--- config.mk ---
export PLATFORM = sky130hd
export DESIGN_NAME = hbridge_pwm
export DESIGN_NICKNAME = d
export VERILOG_FILES = /design/src/rtl/hbridge_pwm_pkg.sv /design/src/rtl/hbridge_pwm.sv
export SDC_FILE = /design/constraint.sdc
export NUM_CORES = 1
export LEC_CHECK = 0
export CORE_UTILIZATION = 55
export CTS_BUF_LIST = sky130_fd_sc_hd__clkbuf_8
export DETAILED_ROUTE_END_ITERATION = 7
export PLACE_DENSITY = 0.81
export SYNTH_ARGS = -nofsm -noshare
export SYNTH_HDL_FRONTEND = slang
export SYNTH_SLANG_ARGS = --single-unit
--- constraint.sdc ---
create_clock -name CLK -period 10.05 [get_ports CLK]
set_input_delay 2.01 -clock CLK [delete_from_list [all_inputs] [get_ports CLK]]
set_output_delay 2.01 -clock CLK [all_outputs]
set_load 0.02 [all_outputs]
--- src/rtl/hbridge_pwm_pkg.sv ---
// Shared motor-control definitions: PWM state encoding, default timing
// constants and the bridge direction encodings.
package hbridge_pwm_pkg;

    typedef enum logic [1:0] {
        IDLE  = 2'd0,
        DRIVE = 2'd1,
        DEAD  = 2'd2
    } pwm_state_e;

    localparam int unsigned PWM_PERIOD_DEFAULT   = 800;
    localparam int unsigned PWM_DEADTIME_DEFAULT = 16;

    localparam logic DIR_POS = 1'b0;
    localparam logic DIR_NEG = 1'b1;

endpackage

--- src/rtl/hbridge_pwm.sv ---
// Signed duty word to complementary-direction PWM for one H-bridge channel,
// with duty latched at period boundaries and dead time on every reversal.
module hbridge_pwm
    import hbridge_pwm_pkg::*;
#(
    parameter int unsigned PERIOD   = PWM_PERIOD_DEFAULT,
    parameter int unsigned DEADTIME = PWM_DEADTIME_DEFAULT,
    parameter int unsigned DUTY_W   = 24
) (
    input  logic                     CLK,
    input  logic                     reset,
    input  logic signed [DUTY_W-1:0] duty,
    input  logic                     enable,
    output logic                     pwm_a,
    output logic                     pwm_b,
    output logic                     dir,
    output logic                     period_start
);

    localparam int unsigned        CNT_W         = $clog2(PERIOD);
    localparam int unsigned        MAG_W         = $clog2(PERIOD + 1);
    localparam logic [CNT_W-1:0]   CNT_LAST      = CNT_W'(PERIOD - 1);
    localparam logic [CNT_W-1:0]   DEAD_LOAD     = CNT_W'((DEADTIME == 0) ? 0 : DEADTIME - 1);
    localparam logic [MAG_W-1:0]   MAG_FULL      = MAG_W'(PERIOD);
    localparam logic [DUTY_W:0]    MAG_FULL_WIDE = (DUTY_W + 1)'(PERIOD);

    // One extra bit keeps |-2^(DUTY_W-1)| representable before saturation.
    function automatic logic [MAG_W-1:0] sat_mag(input logic signed [DUTY_W-1:0] d);
        logic [DUTY_W:0] abs_v;
        if (d[DUTY_W-1]) abs_v = {1'b0, ~d} + (DUTY_W + 1)'(1);
        else             abs_v = {1'b0, d};
        sat_mag = (abs_v > MAG_FULL_WIDE) ? MAG_FULL : MAG_W'(abs_v);
    endfunction

    logic [CNT_W-1:0] r_cnt;
    logic [MAG_W-1:0] r_mag;
    logic             r_sign;
    pwm_state_e       r_state;
    logic             r_dir;
    logic [CNT_W-1:0] r_dead;
    logic             r_pwm_a;
    logic             r_pwm_b;
    logic             r_period_start;

    logic             w_boundary;
    logic [MAG_W-1:0] w_mag;
    logic             w_sign;
    pwm_state_e       w_state_nxt;
    logic             w_dir_nxt;
    logic [CNT_W-1:0] w_dead_nxt;
    logic             w_drive;
    logic             w_drive_dir;
    logic             w_reverse;
    logic             w_on;

    // At the boundary the freshly latched duty is used directly so the
    // compare for cnt == 0 already reflects the new period's magnitude.
    assign w_boundary = (r_cnt == '0);
    assign w_mag      = w_boundary ? sat_mag(duty) : r_mag;
    assign w_sign     = w_boundary ? duty[DUTY_W-1] : r_sign;

    always_comb begin
        w_state_nxt = r_state;
        w_dir_nxt   = r_dir;
        w_dead_nxt  = r_dead;
        w_drive     = 1'b0;
        w_drive_dir = r_dir;
        w_reverse   = 1'b0;
        w_on        = 1'b0;

        case (r_state)
            IDLE: begin
                if (w_boundary && (w_mag != '0)) begin
                    if (w_sign == r_dir) begin
                        w_state_nxt = DRIVE;
                        w_drive     = 1'b1;
                    end else begin
                        w_reverse = 1'b1;
                    end
                end
            end
            DRIVE: begin
                if (w_boundary && (w_mag != '0) && (w_sign != r_dir)) w_reverse = 1'b1;
                else                                                   w_drive   = 1'b1;
            end
            DEAD: begin
                if (r_dead == '0) begin
                    w_state_nxt = DRIVE;
                    w_dir_nxt   = r_sign;
                    w_drive_dir = r_sign;
                    w_drive     = 1'b1;
                end else begin
                    w_dead_nxt = r_dead - 1'b1;
                end
            end
            default: w_state_nxt = IDLE;
        endcase

        if (w_reverse) begin
            if (DEADTIME == 0) begin
                w_state_nxt = DRIVE;
                w_dir_nxt   = w_sign;
                w_drive_dir = w_sign;
                w_drive     = 1'b1;
            end else begin
                w_state_nxt = DEAD;
                w_dead_nxt  = DEAD_LOAD;
            end
        end

        if (!enable) begin
            w_state_nxt = IDLE;
            w_dir_nxt   = r_dir;
            w_drive     = 1'b0;
        end

        w_on = w_drive && (MAG_W'(r_cnt) < w_mag);
    end

    always_ff @(posedge CLK or posedge reset) begin
        if (reset) begin
            r_cnt          <= '0;
            r_mag          <= '0;
            r_sign         <= 1'b0;
            r_state        <= IDLE;
            r_dir          <= DIR_POS;
            r_dead         <= '0;
            r_pwm_a        <= 1'b0;
            r_pwm_b        <= 1'b0;
            r_period_start <= 1'b0;
        end else begin
            r_cnt          <= (r_cnt == CNT_LAST) ? '0 : r_cnt + 1'b1;
            r_period_start <= w_boundary;
            if (w_boundary) begin
                r_mag  <= w_mag;
                r_sign <= w_sign;
            end
            r_state <= w_state_nxt;
            r_dir   <= w_dir_nxt;
            r_dead  <= w_dead_nxt;
            r_pwm_a <= w_on && (w_drive_dir == DIR_POS);
            r_pwm_b <= w_on && (w_drive_dir == DIR_NEG);
        end
    end

    assign pwm_a        = r_pwm_a;
    assign pwm_b        = r_pwm_b;
    assign dir          = r_dir;
    assign period_start = r_period_start;

endmodule

==> metrics.cfg <==
[floorplan]
dieArea_mm2 = 0.005364
pin_count = 31
initial_utilization = 0.5795
core-area_mm2 = 0.004817
die_h_um = 73.24
rows = 25
die_x_um = 73.24

[worst_setup_path]
arrival_ps = 7050
crit_required_ps = 10260
r2r-end = pwm_a
reg2reg_depth = 18
cpLargestDelayFamily = simple AND/OR/NAND/NOR gates
path_cells = clkdlybuf4s50_1, inv_1, ha_1, nor3b_4, nand4_1, or3_1, o211a_1, or4_4, nor4_2, nand2b_1, o21a_1, ha_1, a21o_1, a21o_1, a21o_1, a21o_1, a21oi_1, a2bb2oi_1, nand4_1, nor3_1
endpoint_kind = register
cp_max_fo = 14
reg2reg_from = r_cnt[0]
path_depth = 20
criticalPathCategory = in2reg
slowest_delay_ps = 570
ff2ff_setup_slack_ps = 5710
worstSetupStartpointType = input port
crit_top_cell = a21o_1
cp_slowest_cell = or4_4
critPathBufInv = 2

[timing]
fin_crit_sh = 0.6806
finalHoldViolCount = 0
tns_ps = 0
rsz0062_at_grt = no
period_minus_slack_ps = 6840
finalClockSkew_ps = 8.685
finalSetupViolations = 0
timing.fmax_mhz = 146.2
tightest_slew_ps = 766.8
finalMaxSlewViolations = 0
slew-limit-headroom = 0.4872

[global_routing]
grt_pass1_wl_mm = 9.597
grt.total_usage = 0.2288
top_usage_layer = met2
grt_max_degree = 38
antenna_found_initial = 0
grtUsageMet1 = 0.3139
overflow = 0
grt_pass1_vias = 2182
grt.met2_usage = 0.3714
grt_use_met3 = 0.04420

[power_and_ir_drop]
p_leak_nw = 1.304
power_density_mw_per_mm2 = 97.90
peakVddDrop_mv = 0.09980

[logic_synthesis]
synth_xor_area_frac = 0.08785
synthesis.area_mm2 = 0.002791
synthMuxAreaShare = 0.01434
synth_edf_count = 0
ys_types = 60
yosys.area_share.simple = 0.2985
ys_seq_area_frac = 0.3317
avgSynthCellArea_um2 = 8.669
syn_nets = 362
ys_ff_latch = 37
postSynthCellCount = 322
synthArstFlopShare = 1.000
synth_compound_area_frac = 0.1703
synth-main-ff-cell = dfrtp_1
synthAdderAreaFrac = 0.05827
yosysWarningCount = 0
synth_top_family_by_area = simple AND/OR/NAND/NOR gates

[finish]
n_antenna_cell = 0
layout.nets = 391
areaGrowthSynthToFinish_pct = 15.37
drive_gt1_frac = 0.07102
stdcell_count = 419
final_area_mm2 = 0.003221

[route]
routed_wl_mm = 5.824
route.detailed.drc = 0
drtIter0Drc = 118
via_per_inst = 5.859
dr.pass1.iters = 4
ant_nets = 0
vias = 2455
routedWlPerCell_um = 13.90

[clocking]
clock-sinks = 37
insertion_delay_ps = 290
cts-root-buf = clkbuf_8
clk_path_buf_depth = 2
htreeDepth = 2
clkSlewWorstSetupHoldPaths_ps = 70
cts_setup_buffers = 0
post_cts_resized = 0
cts_buffers = 5
cts_tree = yes
cts_hold_buffers = 0

[worst_hold_path]
min_path_type = reg2reg
whs_path_depth = 2
min-delay-start = r_sign
hold_end = r_sign

[run]
max_cap_viol_count = 0

[place]
placed_cell_area_mm2 = 0.003138
placed_cells = 411
portBuffers = 30
hpwl_mm = 4.501
gp_congestion = 0.8526

[outcome]
status = complete, no violations

==> cells in the mapped netlist (all sizes together), types with 4 or more instances <==
| library cell | count | area, um^2 |
|---|---|---|
| buf | 4 | 26.27 |
| nand3 | 16 | 80.08 |
| xor2 | 11 | 96.34 |
| nor2 | 37 | 138.9 |
| clkbuf | 5 | 18.77 |
| or4 | 5 | 45.04 |
| o21ai | 11 | 58.80 |
| nor2b | 5 | 31.28 |
| nor4 | 10 | 90.08 |
| nand2 | 20 | 75.07 |
| nand4 | 9 | 56.30 |
| a211oi | 4 | 35.03 |
| or3 | 4 | 25.02 |
| xnor2 | 17 | 148.9 |
| a21o | 9 | 67.56 |
| o21a | 7 | 52.55 |
| ha | 13 | 162.7 |
| nor3 | 17 | 85.08 |
| dfrtp | 37 | 925.9 |
| inv | 17 | 63.81 |
| mux2i | 4 | 40.04 |
| a21oi | 14 | 70.07 |
==> kinds of logic after synthesis <==
family / Yosys count
simple gates: 147
compound gates: 67
flops: 37
xor+xnor: 28
buf+inv: 26
fa+ha+maj: 13
mux: 4
==> tightest hold or removal path, cell delays in order, from the launching register on <==
cell and delay [ps]:
dfrtp_1 350, nand2_1 50, o21ai_0 60
==> per-stage QoR <==
| stage | worst slack (ps) | utilization | hold WS, ps | power [mW] |
|---|---|---|---|---|
| final | 3210 | 0.6686 | 487.1 | 0.3153 |
| after global routing | 2794 | 0.6686 | 516.5 | 0.3314 |
| after CTS | 3225 | 0.6686 | 487.9 | 0.3179 |
| after detailed placement | 2974 | 0.6514 | 471.7 | 0.2198 |
| after global placement | 3170 | 0.6514 | 464.1 | 0.2185 |
| after floorplan | 4007 | - | 449.2 | 0.1950 |
==> flip-flops by register name, indices dropped and copies added (netlist names) <==
| register | cells |
|---|---|
| r_state | 2 |
| r_mag | 10 |
| r_sign | 1 |
| r_cnt | 10 |
| pwm_b | 1 |
| r_dead | 10 |
| pwm_a | 1 |
| period_start | 1 |
| dir | 1 |
==> worst max path at each step <==
| stage | start | slack (ps) | endpoint |
|---|---|---|---|
| floorplan | duty[0] | 4010 | pwm_a |
| global placement | duty[0] | 3170 | pwm_a |
| detailed placement | duty[0] | 2970 | pwm_a |
| CTS | duty[0] | 3220 | pwm_a |
| global route | duty[0] | 2790 | pwm_a |
| finish | duty[0] | 3210 | pwm_a |
==> cell usage in the layout (no fill, tap or decap), types with 7 or more instances in the layout <==
cell type / count
nor4_1: 7
clkdlybuf4s50_1: 30
xor2_1: 11
nor2_1: 37
nand3_1: 16
o21a_1: 7
nand2_1: 20
inv_1: 18
xnor2_1: 17
ha_1: 13
a21oi_1: 14
dfrtp_1: 37
a21o_1: 9
nand4_1: 9
nor3_1: 17
==> final cells by class <==
cell class / instances / area, um^2
clock buffer: 5 / 68.82
clock inverter: 3 / 13.76
fill: 418 / 1597
inverter: 17 / 63.81
multi-input combinational: 259 / 1757
sequential: 37 / 925.9
tap: 67 / 83.83
timing repair buffer: 31 / 307.8
==> metal layers <==
layer  vias up  wire length [um]
met2        49              2733
met3         7               168
met1      1158              2881
met4         0                41
met5         -                 0
li1       1241                 -
==> power breakdown <==
part	internal [mW]	leakage (nW)	switching (mW)
clock network	0.0470	0.0491	0.0512
registers	0.154	0.443	0.00437
logic	0.0265	0.811	0.0323
Note: power is estimated with default switching activity, not from simulation.
